==> config.mk <==
export PLATFORM = sky130hd
export DESIGN_NAME = uart_tx_retry
export DESIGN_NICKNAME = d
export VERILOG_FILES = /design/src/rtl/uart_pkg.sv /design/src/rtl/uart_tx_retry.sv
export SDC_FILE = /design/constraint.sdc
export NUM_CORES = 1
export LEC_CHECK = 0
export CAP_MARGIN = 20
export CORE_MARGIN = 10
export CORE_UTILIZATION = 47
export CTS_BUF_LIST = sky130_fd_sc_hd__clkbuf_8 sky130_fd_sc_hd__clkbuf_16
export DETAILED_ROUTE_END_ITERATION = 10
export PLACE_DENSITY = 0.75
export SLEW_MARGIN = 10
export SYNTH_ARGS = -nofsm -noshare
export SYNTH_HDL_FRONTEND = slang
export SYNTH_SLANG_ARGS = --single-unit
==> constraint.sdc <==
create_clock -name clk -period 2.1 [get_ports clk]
set_input_delay 0.42 -clock clk [delete_from_list [all_inputs] [get_ports clk]]
set_output_delay 0.42 -clock clk [all_outputs]
set_load 0.02 [all_outputs]
==> src/rtl/uart_pkg.sv <==
// Shared UART frame constants and transmitter state encoding.
// The receiver imports the same frame constants so both ends agree on the line format.
package uart_pkg;

  localparam int   DATA_W      = 8;
  localparam logic START_LVL   = 1'b0;
  localparam logic STOP_LVL    = 1'b1;
  localparam bit   PARITY_EVEN = 1'b1;

  localparam logic [2:0] ST_IDLE     = 3'd0;
  localparam logic [2:0] ST_ARM      = 3'd1;
  localparam logic [2:0] ST_START    = 3'd2;
  localparam logic [2:0] ST_DATA     = 3'd3;
  localparam logic [2:0] ST_PARITY   = 3'd4;
  localparam logic [2:0] ST_STOP     = 3'd5;
  localparam logic [2:0] ST_ACK_WAIT = 3'd6;

  typedef enum logic [2:0] {
    IDLE     = ST_IDLE,
    ARM      = ST_ARM,
    START    = ST_START,
    DATA     = ST_DATA,
    PARITY   = ST_PARITY,
    STOP     = ST_STOP,
    ACK_WAIT = ST_ACK_WAIT
  } tx_state_t;

endpackage

==> src/rtl/uart_tx_retry.sv <==
// UART transmitter: start, DATA_W bits LSB first, optional parity, stop,
// then a NACK listen window that triggers bounded retransmission of the same byte.
module uart_tx_retry #(
  parameter int DATA_W    = uart_pkg::DATA_W,
  parameter int MAX_RETRY = 3,
  parameter int ACK_TICKS = 2
) (
  input  logic              clk,
  input  logic              areset,
  input  logic              tx_tick,
  input  logic [DATA_W-1:0] din,
  input  logic              din_valid,
  output logic              din_ready,
  input  logic              p_enbl,
  input  logic              fb,
  output logic              tx,
  output logic              busy,
  output logic              done,
  output logic              fail,
  output logic [1:0]        retry_cnt
);

  import uart_pkg::*;

  localparam int IDX_W = (DATA_W > 1) ? $clog2(DATA_W) : 1;
  localparam int WIN_W = (ACK_TICKS > 1) ? $clog2(ACK_TICKS) : 1;
  localparam logic [IDX_W-1:0] LAST_IDX  = IDX_W'(DATA_W - 1);
  localparam logic [WIN_W-1:0] LAST_WIN  = WIN_W'(ACK_TICKS - 1);
  localparam logic [1:0]       RETRY_MAX = 2'(MAX_RETRY);

  tx_state_t         state, state_d;
  logic [DATA_W-1:0] data_q, data_d;
  logic              par_q, par_d;
  logic [IDX_W-1:0]  bit_idx, idx_d;
  logic [WIN_W-1:0]  win_cnt, win_d;
  logic              nack_seen, nack_d;
  logic [1:0]        retry_d;
  logic              tx_d, done_d, fail_d;
  logic              par_bit;

  assign din_ready = (state == IDLE);
  assign busy      = (state != IDLE);
  assign par_bit   = PARITY_EVEN ? ^data_q : ~^data_q;

  // Acceptance ignores tx_tick; every other transition waits for a tick.
  // A NACK arriving on the closing window tick still counts via the direct fb term.
  always_comb begin
    state_d = state;
    data_d  = data_q;
    par_d   = par_q;
    idx_d   = bit_idx;
    win_d   = win_cnt;
    nack_d  = nack_seen;
    retry_d = retry_cnt;
    tx_d    = tx;
    done_d  = 1'b0;
    fail_d  = 1'b0;
    case (state)
      IDLE: begin
        tx_d = STOP_LVL;
        if (din_valid) begin
          data_d  = din;
          par_d   = p_enbl;
          state_d = ARM;
        end
      end
      ARM: begin
        if (tx_tick) begin
          tx_d    = START_LVL;
          state_d = START;
        end
      end
      START: begin
        if (tx_tick) begin
          tx_d    = data_q[0];
          idx_d   = '0;
          state_d = DATA;
        end
      end
      DATA: begin
        if (tx_tick) begin
          if (bit_idx == LAST_IDX) begin
            if (par_q) begin
              tx_d    = par_bit;
              state_d = PARITY;
            end else begin
              tx_d    = STOP_LVL;
              state_d = STOP;
            end
          end else begin
            idx_d = bit_idx + 1'b1;
            tx_d  = data_q[idx_d];
          end
        end
      end
      PARITY: begin
        if (tx_tick) begin
          tx_d    = STOP_LVL;
          state_d = STOP;
        end
      end
      STOP: begin
        tx_d = STOP_LVL;
        if (tx_tick) begin
          win_d   = '0;
          nack_d  = 1'b0;
          state_d = ACK_WAIT;
        end
      end
      ACK_WAIT: begin
        tx_d = STOP_LVL;
        if (fb) nack_d = 1'b1;
        if (tx_tick) begin
          if (win_cnt == LAST_WIN) begin
            if (!(nack_seen || fb)) begin
              done_d  = 1'b1;
              retry_d = '0;
              state_d = IDLE;
            end else if (retry_cnt < RETRY_MAX) begin
              retry_d = retry_cnt + 1'b1;
              state_d = ARM;
            end else begin
              fail_d  = 1'b1;
              retry_d = '0;
              state_d = IDLE;
            end
          end else begin
            win_d = win_cnt + 1'b1;
          end
        end
      end
      default: begin
        tx_d    = STOP_LVL;
        state_d = IDLE;
      end
    endcase
  end

  always_ff @(posedge clk or posedge areset) begin
    if (areset) begin
      state     <= IDLE;
      data_q    <= '0;
      par_q     <= 1'b0;
      bit_idx   <= '0;
      win_cnt   <= '0;
      nack_seen <= 1'b0;
      retry_cnt <= '0;
      tx        <= STOP_LVL;
      done      <= 1'b0;
      fail      <= 1'b0;
    end else begin
      state     <= state_d;
      data_q    <= data_d;
      par_q     <= par_d;
      bit_idx   <= idx_d;
      win_cnt   <= win_d;
      nack_seen <= nack_d;
      retry_cnt <= retry_d;
      tx        <= tx_d;
      done      <= done_d;
      fail      <= fail_d;
    end
  end

endmodule

======== Word level (Yosys, flattened, before mapping) ========
Index checks and enable logic that the tools add are counted.
operators by class
  equal/unequal tests ..................... 18
  muxes and demuxes ....................... 42
  $lt $le $gt $ge ......................... 2
  reduce and logical (&&, ||, !) cells .... 13
  $add $sub $neg .......................... 3
operators with widths
  cell                 count
  $mux 3               12
  $mux 1               22
  $ne 2x2->1 const B   11
  $pmux 3 s7           1
  $eq 3x3->1 const B   4
  $reduce_and 3->1     3
  $reduce_and 9->1     1
  $reduce_and 4->1     2
  $reduce_xor 8->1     1
  $eq 3x2->1 const B   2
  $pmux 3 s2           1
  $lt 3x4->1 const B   1
  $mux 2               2
  $pmux 1 s2           2
  $pmux 1 s4           1
  $reduce_bool 2->1    2
  $add 3x1->3 const B  1
  $bmux 1 s3           1
  $eq 3x1->1 const B   1
  $logic_not 3->1      1
  $reduce_bool 3->1    1
  $add 2x1->2 const B  1
  $lt 2x2->1 const B   1
  $reduce_and 2->1     1
  other kinds (2)      2
storage, ports and cells
  logic and storage cells ................. 88
  output and inout port bits .............. 7
  flip-flop bits (word level) ............. 22
  bits of input ports ..................... 14

======== Longest topological paths before layout ========
Gate-level depths: netlist (run 1).
  word-level depth ........................ 6
  gate-level depth with buffers ........... 6
  mapped depth without buffers ............ 6

======== Worst setup path after synthesis (run 1) ========
No wires, ideal clock.
  path kind ............................... register to register
  start point ............................. register bit_idx[0]
  end point ............................... register tx
  period minus slack after synthesis ...... 2.075 ns
  slack ................................... 0.025 ns
  cell stages (with the launch flop) ...... 7
  arrival ................................. 1.989 ns
  buffers on the path ..................... 0
  cells stage by stage .................... dfrtp_1 ha_1 ha_1 mux4_2 nor2b_4 a2111oi_4 nor3_1
on the way
  cells in the longest elaborated chain, start to end .. 6
  elaborated cells between the ends (all ways) .. 7
ends and longest elaborated chain
  element                       RTL line              source
  start: declaration            uart_tx_retry.sv:34   logic [IDX_W-1:0] bit_idx, idx_d;
  start signal: assignment      uart_tx_retry.sv:155  bit_idx <= idx_d;
  $add 3x1->3                   uart_tx_retry.sv:91   idx_d = bit_idx + 1'b1;
  $bmux 1 s3                    uart_tx_retry.sv:92   tx_d = data_q[idx_d];
  $mux 1 (implied by the code)  uart_tx_retry.sv:92
  $mux 1 *                      uart_tx_retry.sv:82   if (bit_idx == LAST_IDX) begin
  $mux 1 *                      uart_tx_retry.sv:81   if (tx_tick) begin
  $pmux 1 s4 *                  uart_tx_retry.sv:58   case (state)
  end signal: assignment        uart_tx_retry.sv:159  tx <= tx_d;
  end: declaration              uart_tx_retry.sv:16   output logic tx,
Every way passes the cells marked *; elsewhere a longest branch is shown, timed or not. The select of a mux whose other input is x is not followed.
A chain may end at the register's enable or synchronous reset.

======== Worst setup path in the final report (run 1) ========
  start point ............................. register state[2]
  end point ............................... output port busy
on the way
  cells in the longest elaborated chain, start to end .. 1
ends and longest elaborated chain
  element                   RTL line              source
  start: declaration        uart_tx_retry.sv:31   tx_state_t state, state_d;
  start signal: assignment  uart_tx_retry.sv:152  state <= state_d;
  $reduce_bool 3->1         uart_tx_retry.sv:42   assign busy = (state != IDLE);
  end: declaration          uart_tx_retry.sv:17   output logic busy,
Every way passes these cells.

==> results.cfg, run 1 <==
[timing]
slew_viol_final = 0
fin_setup_tns_ps = 0
finalHoldViolCount = 0
rsz0062_at_grt = no
hold_ws_ps = 490
fin_skew_ps = 0.819
period_needed_ps = 2020
max_freq_mhz = 496
setup_slack_ps = 82.3
worstMarginPinSlew_ps = 458
period_share_pct = 96.1
finalSetupViolCount = 0
relSlewSlack_pct = 69.2

[cts]
clock_path_buffers = 2
htreeDepth = 1
post_cts_buffers = 0
path_clk_slew_ps = 80
clock-sinks = 22
cts_tree = yes
cts-buffers-inserted = 3
clk_latency_ps = 260
clockRootBuffer = clkbuf_8

[power_and_ir_drop]
p_total_mw = 1.90
irDropWorstVdd_uv = 721
power.density_mw_per_mm2 = 1190
power.static_leakage_nw = 0.689

[global_route]
grt_start_max_net_pins = 23
grt_first_pass_wirelength_um = 4730
antenna_found_initial = 0
grt-ovfl-total = 0
grt.total_usage_pct = 11.0
grt_pass1_vias = 1043

[floorplan]
coreArea_mm2 = 0.00254
dieArea_mm2 = 0.00520
initial_core_util_pct = 50.1
fp.dieW_um = 72.1
num_rows = 18
ios = 21
dieHeight_um = 72.1

[worst_setup_path]
cp.required_ps = 1680
r2r_end = tx
critPathKind = reg -> out
start_kind = flip-flop
r2r_slack_ps = 90
r2r_start = bit_idx[1]
worstRegToRegCells = 6
arrival_ps = 1600
path_max_fanout = 2
worstSetupEndpointType = output pin

[route]
drt-pass1-iter-count = 4
antenna_left = 0
dr.first_iter.drc_count = 57
routed.top_layer = met4
dr_total_vias = 988
drt-total-wl_um = 2620
met1_length_um = 1150
met2_length_um = 1300
drc_errors = 0
vias_per_cell = 5.74
met3_length_um = 133
wl_per_cell_um = 15.2

[place]
gp_congestion = 0.865
post-place-ws_ps = 50.0
place_area_mm2 = 0.00152
io_buffers = 20
post-dp-hpwl_um = 2000
dp_cells = 168

[layout]
final_cell_mix = dfrtp_1, clkdlybuf4s50_1, o21ai_0
fin_cells = 172
final_area_mm2 = 0.00159
synthToLayoutAreaGrowth_pct = 24.6
diodes = 0
nNetsFinal = 160
finish.utilization_pct = 62.5
drive_above_1_share_pct = 16.9
final_common_cell = dfrtp_1

[yosys]
synth-main-ff-cell = dfrtp_1
syn_area_mm2 = 0.00128
netlist_instances = 119
ys_ff_latch = 22
async_reset_ff_share_pct = 100
synth_cell_types = 45
syn_nets = 136
ys_warn_count = 0
synth_area_per_cell_um2 = 10.7
synth_edf_count = 0
synth_seq_area_share_pct = 43.2

[hold_path]
hold_path_class = in -> async

[status]
outcome = finished, final reports clean

[job]
max-cap-violations = 0
[worst max-delay path by stage]
stage                    start  endpoint  slack, ps  depth (start not counted)
floorplan           bit_idx[0]        tx         30                          6
global route        bit_idx[1]        tx         20                          6
detailed placement  bit_idx[1]        tx         50                          6
finish                state[2]      busy         80                          2
CTS                 bit_idx[1]        tx         30                          6
global placement       tx_tick  state[0]        100                          6
[layer usage]
metal  GRT usage [%]  up-vias
met3            3.81        4
met5               0        -
met2            18.7       21
met1            12.5      477
li1                -      486
met4            3.87        0
[cell families (layout without fill, tap and decap cells)]
family / count (synthesis) / in the layout / share of synthesized area (%)
xor gates and xnor gates: 7 / 7 / 4.80
adders and majority gates: 3 / 3 / 2.94
buffers and inverters: 10 / 33 / 3.63
muxes: 12 / 12 / 12.6
and+or+nand+nor: 34 / 34 / 15.3
AOI/OAI and AO/OA: 31 / 31 / 17.5
DFF: 22 / 22 / 43.2
[repair_timing]
item | in CTS | in global routing
hold buffers | 0 | 0
setup endpoints to repair | 1 | 1
resized for setup | 1 | 1
pin swaps | 0 | 0
[cell usage after synthesis (3+ instances only)]
cell     count  area (um^2)
nand2_1      6         22.5
buf_2        4         20.0
nor2_1       8         30.0
xnor2_1      6         52.6
ha_1         3         37.5
dfrtp_1     21          526
mux2_2       5         56.3
mux2_1       5         56.3
a22o_1       3         26.3
a21oi_1      4         20.0
nor3_1       4         20.0
nor2b_1      3         18.8
o21ai_0     11         55.1
[layout make-up]
cell class              count  area (um^2)
inverters                   3         11.3
multi-input cells          87          691
repair buffers             26          244
fillers                   212          955
well taps                  30         37.5
clock buffers               4         55.1
flip-flops and latches     22          552
[where the power goes]
part	switching, mW	internal [mW]	leakage (nW)
clock	0.136	0.167	0.0288
sequential	0.108	0.551	0.283
combinational	0.425	0.513	0.377
total	0.669	1.23	0.689
[registers in the layout, indices dropped and copies added (netlist names)]
signal / flops
data_q: 8
bit_idx: 3
state: 3
retry_cnt: 2
done: 1
fail: 1
nack_seen: 1
par_q: 1
tx: 1
win_cnt: 1
[worst max-delay path, cell delays in order (launching register included)]
cell             delay (ps)
dfrtp_1                 380
or3_4                   400
clkdlybuf4s50_1         550
Note: power is estimated with default switching activity, not from simulation.
==> inputs of run 2 (changes only) <==
--- a/config.mk
+++ b/config.mk
@@ -6,11 +6,13 @@
 export NUM_CORES = 1
 export LEC_CHECK = 0
 export CAP_MARGIN = 20
+export CELL_PAD_IN_SITES_DETAIL_PLACEMENT = 1
+export CELL_PAD_IN_SITES_GLOBAL_PLACEMENT = 1
 export CORE_MARGIN = 10
-export CORE_UTILIZATION = 47
+export CORE_UTILIZATION = 37
 export CTS_BUF_LIST = sky130_fd_sc_hd__clkbuf_8 sky130_fd_sc_hd__clkbuf_16
 export DETAILED_ROUTE_END_ITERATION = 10
-export PLACE_DENSITY = 0.75
+export PLACE_DENSITY_LB_ADDON = 0.1
 export SLEW_MARGIN = 10
 export SYNTH_ARGS = -nofsm -noshare
 export SYNTH_HDL_FRONTEND = slang
==> constraint.sdc (replaced) <==
create_clock -name clk -period 2.1 [get_ports clk]
set_input_delay 0.63 -clock clk [delete_from_list [all_inputs] [get_ports clk]]
set_output_delay 0.63 -clock clk [all_outputs]
set_load 0.02 [all_outputs]
==> run 2 against run 1 <==
  * First-iteration DRC count fell by 28%
  * Cell area rose by 6.2%
  * Via count rose by 4.7%
  * Hold slack improved by 33 ps
  * Combinational power rose by 8%
  * Sequential cell count did not move
  * Sequential power fell by 0.6%
  * Die area rose by 19%
  * Maximum frequency fell by 1.6%
  * Critical path type unchanged
  * Largest cell class unchanged
==> results.cfg, run 2 (synthesis gave the netlist of run 1 again) <==
[worst_setup_path]
critPathMaxStageDelay_ps = 600
crit_family = buffers and inverters
r2r_slack_ps = 110
path_max_fanout = 3
arrival_ps = 1420
cp.required_ps = 1470
worstSetupEndpointType = output pin
critPathKind = reg -> out
crit_buf_inv = 1
slowest_stage = clkdlybuf4s50_1
start_kind = flip-flop
crit_start = tx
cp_cell_sequence = clkdlybuf4s50_1
r2r_start = bit_idx[1]

[layout]
regMostFlops = data_q
largest_reg_flops = 8
drive_above_1_share_pct = 22.1
final_cell_mix = dfrtp_1, clkdlybuf4s50_1, buf_4
nNetsFinal = 167
final_common_cell = dfrtp_1
synthToLayoutAreaGrowth_pct = 32.4
final_area_mm2 = 0.00169
finish.utilization_pct = 50.6
largest_registers = data_q (8), bit_idx (3), state (3)
diodes = 0

[floorplan]
dieArea_mm2 = 0.00620
fp.dieW_um = 78.7
ios = 21
coreArea_mm2 = 0.00334
num_rows = 21
initial_core_util_pct = 38.2
dieHeight_um = 78.7

[power_and_ir_drop]
power.static_leakage_nw = 0.724
irDropWorstVdd_uv = 544
power.density_mw_per_mm2 = 1220

[timing]
finalSetupViolCount = 0
worstMarginPinSlew_ps = 413
rsz0062_at_grt = no
period_share_pct = 97.7
finalHoldViolCount = 0
max_freq_mhz = 488
fin_skew_ps = 2.84
period_needed_ps = 2050
relSlewSlack_pct = 72.2
slew_viol_final = 0

[global_route]
grt.total_usage_pct = 10.1
grt_first_pass_wirelength_um = 5220
grt_start_max_net_pins = 23
grt_pass1_vias = 1155
antenna_found_initial = 0
grt-ovfl-total = 0

[cts]
cts-buffers-inserted = 3
clock-sinks = 22
clk_latency_ps = 270
path_clk_slew_ps = 90
clock_path_buffers = 2
clockRootBuffer = clkbuf_8
cts_tree = yes
htreeDepth = 1

[route]
dr_total_vias = 1034
vias_per_cell = 5.30
drc_errors = 0
dr.first_iter.drc_count = 41
drt-pass1-iter-count = 4
drt-total-wl_um = 2980
wl_per_cell_um = 15.3
antenna_left = 0

[hold_path]
hold_path_class = reg -> reg
hold_start = nack_seen

[status]
outcome = finished, final reports clean

[place]
io_buffers = 20
post-dp-hpwl_um = 2270
gp_congestion = 0.754
place_area_mm2 = 0.00160

[job]
max-cap-violations = 0
==> run 2: cell types whose count changed in the layout (fill, tap and decap cells not counted) <==
cell,change
bufinv_16,+1
ha_2,+1
buf_12,+1
clkdlybuf4s50_1,-1
ha_1,-1
clkbuf_2,+1
buf_4,+6
clkbuf_8,-1
==> run 2: path summary, 6_finish.rpt <==
check / endpoint / cells past startpoint
worst max-delay path: tx / 1
worst min-delay path: done / 1
worst max register to register: tx / 6
worst min register to register: done / 1
max in group asynchronous: tx / 3
min in group asynchronous: retry_cnt[0] / 3
==> run 2: metal layers <==
layer,vias up,global-route usage (%),share of wire [%]
li1,502,-,-
met1,513,11.2,43
met2,15,18.6,54
met3,4,2.59,2.9
met4,0,2.69,0.57
met5,-,0,0
==> run 2: layout make-up <==
type	count	area, um^2
fill	391	1650
multi-input combinational	87	693
sequential	22	552
timing repair buffer	33	304
tap	46	57.6
clock buffer	3	41.3
clock inverter	1	30.0
inverter	3	11.3
==> run 2: power by group <==
part / switching, mW / internal [mW]
sequential: 0.104 / 0.551
combinational: 0.454 / 0.551
clock: 0.153 / 0.255
==> run 2: repair_timing <==
item,in CTS,in global routing
setup endpoints to repair,2,2
gates resized for setup,2,4
cloned,0,0
hold buffers,0,0
setup buffers,0,1
==> run 2: through the flow <==
stage / std cells / power [mW] / hold WS [ps] / setup WS (ps) / TNS [ps]
after floorplan: 119 / 1.37 / 463 / 25.4 / 0
after global placement: 190 / 1.60 / 486 / -0.0782 / -0.0782
after detailed placement: 190 / 1.64 / 492 / -70.6 / -130
after CTS: 194 / 2.05 / 523 / 10.7 / 0
after global routing: 195 / 2.23 / 549 / 5.05 / 0
final: 195 / 2.07 / 523 / 48.9 / 0
